===== src/rtl/gps_acq_pkg.sv =====
// Shared acquisition definitions for the satellite search channels.
//   acq_state_e        : sweep controller states (IDLE, SEARCH, DONE)
//   NUM_PHASES_DEFAULT : code phases per sweep (1023 chips, half-chip steps)
//   EW_DEFAULT         : width of the squared-accumulator energies
//   phase_t            : phase index type sized for the default sweep length
package gps_acq_pkg;

  localparam int NUM_PHASES_DEFAULT = 2046;
  localparam int EW_DEFAULT         = 28;

  typedef logic [$clog2(NUM_PHASES_DEFAULT)-1:0] phase_t;

  typedef enum logic [1:0] {
    IDLE   = 2'd0,
    SEARCH = 2'd1,
    DONE   = 2'd2
  } acq_state_e;

endpackage


===== src/rtl/acq_peak_detect_if.sv =====
// Control/data bundle between the acquisition sequencer and one peak detector.
//   master : drives start/abort/dump/energy_i/energy_q/threshold, observes results
//   slave  : the detector; drives phase_adv/busy/done/detected/peak_phase/peak_energy
// Parameters EW and NUM_PHASES must match those of the attached acq_peak_detect.
interface acq_peak_detect_if #(
  parameter int EW         = 28,
  parameter int NUM_PHASES = 2046
);
  localparam int PW = $clog2(NUM_PHASES);

  logic          start;
  logic          abort;
  logic          dump;
  logic [EW-1:0] energy_i;
  logic [EW-1:0] energy_q;
  logic [EW:0]   threshold;
  logic          phase_adv;
  logic          busy;
  logic          done;
  logic          detected;
  logic [PW-1:0] peak_phase;
  logic [EW:0]   peak_energy;

  modport master (
    output start, abort, dump, energy_i, energy_q, threshold,
    input  phase_adv, busy, done, detected, peak_phase, peak_energy
  );

  modport slave (
    input  start, abort, dump, energy_i, energy_q, threshold,
    output phase_adv, busy, done, detected, peak_phase, peak_energy
  );
endinterface


===== src/rtl/acq_max_tracker.sv =====
// Running maximum of sweep energies and the phase where it occurred.
// With PEAK_RATIO_EN defined it also keeps the second-highest energy and
// reports whether the max clears second + (second >> RATIO_SHIFT).
//   clear_i      : zero all tracked values (new sweep)
//   eval_i       : energy_i/phase_i belong to an evaluated dump
//   max_o        : registered sweep maximum
//   peak_phase_o : registered phase of the maximum
//   max_next_o   : maximum including this cycle's dump (for end-of-sweep decision)
//   ratio_ok_o   : peak-ratio test on the post-update values (constant 1 when disabled)
module acq_max_tracker #(
  parameter int EW = 28,
  parameter int PW = 11
`ifdef PEAK_RATIO_EN
  , parameter int RATIO_SHIFT = 2
`endif
) (
  input  logic          clk,
  input  logic          rst,
  input  logic          clear_i,
  input  logic          eval_i,
  input  logic [EW:0]   energy_i,
  input  logic [PW-1:0] phase_i,
  output logic [EW:0]   max_o,
  output logic [PW-1:0] peak_phase_o,
  output logic [EW:0]   max_next_o,
  output logic          ratio_ok_o
);

  logic [EW:0]   max_q, max_d;
  logic [PW-1:0] phase_q, phase_d;
`ifdef PEAK_RATIO_EN
  logic [EW:0]   second_q, second_d;
  logic [EW+1:0] margin;
`endif

  // NOTE: every combinational output gets a default first so no path leaves it unassigned (no latch).
  always_comb begin
    max_d   = max_q;
    phase_d = phase_q;
`ifdef PEAK_RATIO_EN
    second_d = second_q;
`endif
    if (clear_i) begin
      max_d   = '0;
      phase_d = '0;
`ifdef PEAK_RATIO_EN
      second_d = '0;
`endif
    end else if (eval_i) begin
      // Strict compare: equal energies keep the earlier phase.
      if (energy_i > max_q) begin
        max_d   = energy_i;
        phase_d = phase_i;
`ifdef PEAK_RATIO_EN
        second_d = max_q;
      end else if (energy_i > second_q) begin
        second_d = energy_i;
`endif
      end
    end
  end

  // NOTE: registers use non-blocking assignments so all flops update from pre-edge values.
  always_ff @(posedge clk or posedge rst) begin
    if (rst) begin
      max_q   <= '0;
      phase_q <= '0;
`ifdef PEAK_RATIO_EN
      second_q <= '0;
`endif
    end else begin
      max_q   <= max_d;
      phase_q <= phase_d;
`ifdef PEAK_RATIO_EN
      second_q <= second_d;
`endif
    end
  end

`ifdef PEAK_RATIO_EN
  // One extra bit so second + second/2^k cannot wrap.
  assign margin     = {1'b0, second_d} + {1'b0, second_d >> RATIO_SHIFT};
  assign ratio_ok_o = {1'b0, max_d} > margin;
`else
  assign ratio_ok_o = 1'b1;
`endif

  assign max_o        = max_q;
  assign peak_phase_o = phase_q;
  assign max_next_o   = max_d;

endmodule


===== src/rtl/acq_peak_detect.sv =====
// Acquisition back-end for one satellite search channel. Each evaluated dump
// forms E = I^2 + Q^2, tracks the strongest code phase across a full sweep,
// and steps the code generator by a half-chip (phase_adv) after each phase.
// The first SETTLE_DUMPS dumps after every phase step are discarded because
// they span a partial code period.
//   clk, rst : clock, asynchronous active-high reset
//   acq_if   : slave side of acq_peak_detect_if (start/abort/dump/energies/threshold in;
//              phase_adv/busy/done/detected/peak_phase/peak_energy out)
// Build option: define PEAK_RATIO_EN to additionally require the max to exceed
// the second-highest energy by the RATIO_SHIFT margin before declaring detection.
module acq_peak_detect
  import gps_acq_pkg::*;
#(
  parameter int NUM_PHASES   = NUM_PHASES_DEFAULT,
  parameter int SETTLE_DUMPS = 1,
  parameter int EW           = EW_DEFAULT
`ifdef PEAK_RATIO_EN
  , parameter int RATIO_SHIFT = 2
`endif
) (
  input logic              clk,
  input logic              rst,
  acq_peak_detect_if.slave acq_if
);

  localparam int PW = $clog2(NUM_PHASES);
  localparam int SW = (SETTLE_DUMPS > 0) ? $clog2(SETTLE_DUMPS + 1) : 1;
  localparam logic [SW-1:0] SETTLE_INIT = SW'(SETTLE_DUMPS);
  localparam logic [PW-1:0] LAST_PHASE  = PW'(NUM_PHASES - 1);

  acq_state_e    state_q, state_d;
  logic [PW-1:0] phase_q, phase_d;
  logic [SW-1:0] settle_q, settle_d;
  logic [EW:0]   thr_q, thr_d;
  logic          adv_q, adv_d;
  logic          det_q, det_d;

  logic          launch, eval;
  logic [EW:0]   energy;
  logic [EW:0]   max_next;
  logic          ratio_ok;
  logic [EW:0]   peak_energy;
  logic [PW-1:0] peak_phase;

  // Both inputs are < 2^EW, so the EW+1-bit sum cannot overflow.
  assign energy = {1'b0, acq_if.energy_i} + {1'b0, acq_if.energy_q};

  always_comb begin
    state_d  = state_q;
    phase_d  = phase_q;
    settle_d = settle_q;
    thr_d    = thr_q;
    adv_d    = 1'b0;
    det_d    = det_q;
    launch   = 1'b0;
    eval     = 1'b0;
    case (state_q)
      IDLE, DONE: begin
        state_d = IDLE;
        // abort wins over a simultaneous start
        if (acq_if.start && !acq_if.abort) begin
          launch   = 1'b1;
          state_d  = SEARCH;
          phase_d  = '0;
          settle_d = SETTLE_INIT;
          thr_d    = acq_if.threshold;
          det_d    = 1'b0;
        end
      end
      SEARCH: begin
        if (acq_if.abort) begin
          state_d = IDLE;
        end else if (acq_if.dump) begin
          if (settle_q != '0) begin
            settle_d = settle_q - SW'(1);
          end else begin
            eval = 1'b1;
            if (phase_q == LAST_PHASE) begin
              state_d = DONE;
              // Decide on the max including this final dump.
              det_d   = (max_next > thr_q) && ratio_ok;
            end else begin
              adv_d    = 1'b1;
              phase_d  = phase_q + PW'(1);
              settle_d = SETTLE_INIT;
            end
          end
        end
      end
      default: state_d = IDLE;
    endcase
  end

  always_ff @(posedge clk or posedge rst) begin
    if (rst) begin
      state_q  <= IDLE;
      phase_q  <= '0;
      settle_q <= '0;
      thr_q    <= '0;
      adv_q    <= 1'b0;
      det_q    <= 1'b0;
    end else begin
      state_q  <= state_d;
      phase_q  <= phase_d;
      settle_q <= settle_d;
      thr_q    <= thr_d;
      adv_q    <= adv_d;
      det_q    <= det_d;
    end
  end

  acq_max_tracker #(
    .EW(EW),
    .PW(PW)
`ifdef PEAK_RATIO_EN
    , .RATIO_SHIFT(RATIO_SHIFT)
`endif
  ) u_max_tracker (
    .clk         (clk),
    .rst         (rst),
    .clear_i     (launch),
    .eval_i      (eval),
    .energy_i    (energy),
    .phase_i     (phase_q),
    .max_o       (peak_energy),
    .peak_phase_o(peak_phase),
    .max_next_o  (max_next),
    .ratio_ok_o  (ratio_ok)
  );

  assign acq_if.phase_adv   = adv_q;
  assign acq_if.busy        = (state_q == SEARCH);
  assign acq_if.done        = (state_q == DONE);
  assign acq_if.detected    = det_q;
  assign acq_if.peak_phase  = peak_phase;
  assign acq_if.peak_energy = peak_energy;

endmodule

===== src/flat_wrapper.sv =====
// flat-port wrapper written by rule: the top's interface ports become plain ports
module acq_peak_detect_flat import gps_acq_pkg::*;
#(
  parameter int NUM_PHASES   = NUM_PHASES_DEFAULT,
  parameter int SETTLE_DUMPS = 1,
  parameter int EW           = EW_DEFAULT

)
  (clk, rst, acq_if_start, acq_if_abort, acq_if_dump, acq_if_energy_i, acq_if_energy_q, acq_if_threshold, acq_if_phase_adv, acq_if_busy, acq_if_done, acq_if_detected, acq_if_peak_phase, acq_if_peak_energy);
  acq_peak_detect_if #(.EW(EW), .NUM_PHASES(NUM_PHASES)) acq_if_i ();
  input logic clk;
  input logic rst;
  input wire logic [$bits(acq_if_i.start)-1:0] acq_if_start;
  input wire logic [$bits(acq_if_i.abort)-1:0] acq_if_abort;
  input wire logic [$bits(acq_if_i.dump)-1:0] acq_if_dump;
  input wire logic [$bits(acq_if_i.energy_i)-1:0] acq_if_energy_i;
  input wire logic [$bits(acq_if_i.energy_q)-1:0] acq_if_energy_q;
  input wire logic [$bits(acq_if_i.threshold)-1:0] acq_if_threshold;
  output wire logic [$bits(acq_if_i.phase_adv)-1:0] acq_if_phase_adv;
  output wire logic [$bits(acq_if_i.busy)-1:0] acq_if_busy;
  output wire logic [$bits(acq_if_i.done)-1:0] acq_if_done;
  output wire logic [$bits(acq_if_i.detected)-1:0] acq_if_detected;
  output wire logic [$bits(acq_if_i.peak_phase)-1:0] acq_if_peak_phase;
  output wire logic [$bits(acq_if_i.peak_energy)-1:0] acq_if_peak_energy;
  assign acq_if_i.start = acq_if_start;
  assign acq_if_i.abort = acq_if_abort;
  assign acq_if_i.dump = acq_if_dump;
  assign acq_if_i.energy_i = acq_if_energy_i;
  assign acq_if_i.energy_q = acq_if_energy_q;
  assign acq_if_i.threshold = acq_if_threshold;
  assign acq_if_phase_adv = acq_if_i.phase_adv;
  assign acq_if_busy = acq_if_i.busy;
  assign acq_if_done = acq_if_i.done;
  assign acq_if_detected = acq_if_i.detected;
  assign acq_if_peak_phase = acq_if_i.peak_phase;
  assign acq_if_peak_energy = acq_if_i.peak_energy;
  acq_peak_detect #(.NUM_PHASES(NUM_PHASES), .SETTLE_DUMPS(SETTLE_DUMPS), .EW(EW)) u_core (.clk(clk), .rst(rst), .acq_if(acq_if_i));
endmodule

===== config.mk =====
export PLATFORM = sky130hd
export DESIGN_NAME = acq_peak_detect_flat
export DESIGN_NICKNAME = d
export VERILOG_FILES = /design/src/rtl/gps_acq_pkg.sv /design/src/rtl/acq_peak_detect_if.sv /design/src/rtl/acq_max_tracker.sv /design/src/rtl/acq_peak_detect.sv /design/src/flat_wrapper.sv
export SDC_FILE = /design/constraint.sdc
export NUM_CORES = 1
export LEC_CHECK = 0
export BUFFER_PORTS_ARGS = -buffer_cell sky130_fd_sc_hd__buf_4
export CORE_MARGIN = 4
export CORE_UTILIZATION = 40
export DETAILED_ROUTE_END_ITERATION = 10
export HOLD_SLACK_MARGIN = 0.08
export PLACE_DENSITY_LB_ADDON = 0.15
export REMOVE_ABC_BUFFERS = 1
export SLEW_MARGIN = 20
export SYNTH_ARGS = -nofsm -noshare
export SYNTH_HDL_FRONTEND = slang
export SYNTH_SLANG_ARGS = --single-unit

===== constraint.sdc =====
create_clock -name clk -period 7.54 [get_ports clk]
set_clock_uncertainty 0.2 [all_clocks]
set_input_delay 0.754 -clock clk [delete_from_list [all_inputs] [get_ports clk]]
set_output_delay 0.754 -clock clk [all_outputs]
set_load 0.02 [all_outputs]

==> reports/metrics.yaml <==
status: "complete, no violations"
synth_area_um2: 6410
synthXorXnorAreaFrac_pct: 4.37
cp-end-kind: "flip-flop"
layout_min_cycle_time_ns: 6.64
synthSimpleGateAreaFrac_pct: 16.9
num_rows: 46
cts_root_buf: "clkbuf_16"
drive_gt1_share_pct: 21.2
grt_use_met2_pct: 32.7
cts_setup_buffers: 0
yosysUniqueCellTypes: 60
r2r_setup_slack_ns: 2.99
cts_sinks: 85
drtIter0Drc: 320
cts_resized: 0
grt.total_usage_pct: 19.5
drc: 0
rr_endpoint: "u_core.acq_if.detected$_DFFE_PP0P_"
hp-class: "input pin to async pin"
initial_utilization_pct: 40.6
multiInputGateArea_um2: 3870
ir_worst_vdd_mv: 0.110
crit_start: "acq_if_energy_q[0]"
numCtsBuffers: 9
reg2reg_depth: 18
core_um2: 15800
whs_ns: 0.201
maxCapViolations: 0
synthMostInstantiatedCell: "ha_1"
synth_top_area_share_pct: 33.2
syn_avg_cell_area_um2: 8.59
dr.pass1.iters: 5
slew_headroom_pct: 45.1
hold_buffers: 0
maxSlewViolCount: 0
h-tree-depth: 3
ios: 134
start_kind: "input pin"
synth_edf_count: 0
setup_violations: 0
via_count: 5709
ant_nets: 0
tns_ns: 0
die_w_um: 135
ys_top_cells_by_area: "dfrtp_1, ha_1, inv_1, nand2_1, o21ai_0"
synthCells: 746
avgRoutedWirePerCell_um: 16.3
fill_cells: 1547
busiest_layer: "met2"
crit_arrival_ns: 6.66
tightestPinTransition_ns: 0.824
antennaDiodeCount: 0
die_h_um: 135
clkLatencyLatePin_ns: 0.33
yosys.area.top_type: "dfrtp_1"
min_period_over_period_pct: 88.1
critPathCapture: "u_core.acq_if.detected$_DFFE_PP0P_"
yosys-mux-area-fraction_pct: 3.61
ys_seq_area_share_pct: 33.2
synth_top_flop_cell: "dfrtp_1"
hpwlAfterDp_mm: 14.1
use_met1_pct: 26.9
cts_tree: "built"
rsz0062_at_grt: "false"
grt_max_degree: 84
antenna_found_initial: 0
synth_fa_ha_area_share_pct: 17.5
fin_nets: 1050
drt-total-wl_mm: 17.8
powerDensity_nw_per_um2: 196
use_met3_pct: 2.87
grt_pass1_wl_mm: 28.8
p_leak_uw: 0.00403
synth_seq_cells: 85
routabilityCongestion: 0.921
synthArstFlopShare_pct: 100
first_global_vias: 5778
crit_type: "input pin to flip-flop"
final_hold_viol_count: 0
ys_top_cells_by_count: "ha_1, dfrtp_1, inv_1, nand2_1"
grt-ovfl-total: 0
regArea_um2: 2130
vias_per_cell: 5.23
r2r_start: "u_core.u_max_tracker.max_o[6]$_DFF_PP0_"
synth_compound_area_share_pct: 18.0
yosys_warnings: 0
area_delta_synth_final_pct: 24.2
fmax_mhz: 151
clkSlewWorstSetupHoldPaths_ns: 0.06
dieArea_um2: 18100
worst_ep_required_time_ns: 7.56
numPortBuffers: 133
clockBufferDepth: 2
crit_fanout: 18
synth_top_family_by_area: "compound AO/OA/AOI/OAI gates"
registers in the layout, summed over array words and instances (netlist names):
signal,cells
u_core.u_max_tracker.max_o,29
u_core.thr_q,29
u_core.acq_if.phase_adv,1
u_core.settle_q,1
u_core.u_max_tracker.peak_phase_o,11
u_core.state_q,2
u_core.phase_q,11
u_core.acq_if.detected,1
cell usage in the layout, fill, tap and decap left out, types with 8 or more instances in the layout:
| cell type | netlist | routed |
|---|---|---|
| a21o_1 | 21 | 21 |
| a211oi_1 | 9 | 9 |
| inv_1 | 83 | 82 |
| nand4_1 | 16 | 16 |
| mux2_2 | 17 | 17 |
| buf_4 | 1 | 139 |
| a21oi_1 | 44 | 44 |
| nor2_1 | 55 | 55 |
| nand3_1 | 48 | 48 |
| ha_1 | 88 | 88 |
| xnor2_1 | 24 | 24 |
| nand2_1 | 83 | 82 |
| o21ai_0 | 55 | 55 |
| dfrtp_1 | 85 | 85 |
| clkbuf_16 | 0 | 9 |
| xor2_1 | 8 | 8 |
worst min path at each step:
stage | start | to | depth (start not counted)
5_1_grt | rst | u_core.u_max_tracker.peak_phase_o[6]$_DFFE_PP0P_ | 2
3_3_place_gp | u_core.thr_q[0]$_DFFE_PP0P_ | u_core.thr_q[0]$_DFFE_PP0P_ | 2
4_1_cts | rst | u_core.u_max_tracker.peak_phase_o[6]$_DFFE_PP0P_ | 2
6_report | rst | u_core.u_max_tracker.peak_phase_o[6]$_DFFE_PP0P_ | 2
2_1_floorplan | u_core.thr_q[0]$_DFFE_PP0P_ | u_core.thr_q[0]$_DFFE_PP0P_ | 2
3_5_place_dp | u_core.thr_q[0]$_DFFE_PP0P_ | u_core.thr_q[0]$_DFFE_PP0P_ | 2
routing by layer:
layer,part of all wire [%],up-vias
li1,-,2856
met3,4.3,18
met2,48,159
met1,46,2676
met5,0,-
met4,1.5,0
area by class of cell:
type	instances	area share, %
clock inverter	3	0.849
multi-input combinational	553	48.7
tap	216	3.40
inverter	83	3.93
sequential	85	26.7
timing repair buffer	139	13.1
clock buffer	13	3.27
metrics by stage:
stage	area, µm²	instances	setup WS [ns]	total power [µW]	utilization, %
final	7960	1092	0.900	1560	50.5
after global routing	7960	1092	0.418	1670	50.5
after CTS	7960	1092	0.827	1570	50.5
after detailed placement	7630	1076	0.492	1080	48.4
after global placement	7630	1076	0.618	1070	48.4
after floorplan	6310	721	0.547	896	-
kinds of logic after synthesis:
kind of cell | Yosys count
buffers and inverters | 108
XOR/XNOR | 32
AO/OA/AOI/OAI | 176
AND/OR/NAND/NOR | 235
adder cells (fa/ha/maj) | 89
flip-flops | 85
multiplexers | 21
worst max-delay path: stages:
cell,delay (ns)
buf_4,0.11
ha_1,0.23
fa_1,0.42
a21oi_1,0.22
nand4b_1,0.16
nand2_1,0.12
a21o_2,0.23
a41o_1,0.28
a21oi_1,0.26
o21a_1,0.17
o21bai_1,0.07
ha_1,0.29
nand4_1,0.15
nor2_1,0.15
nor4b_1,0.40
a211o_1,0.23
nand2_2,0.27
buf_4,0.32
and3_1,0.19
a31o_2,0.23
ha_1,0.32
a21o_1,0.18
a21o_1,0.17
a211oi_1,0.23
o221ai_1,0.18
a21o_1,0.18
and3_1,0.17
report_power, final:
part	internal, µW	switching [µW]
Sequential	503	23.4
Clock	309	174
Combinational	230	320
(Power assumes the default switching activity.)
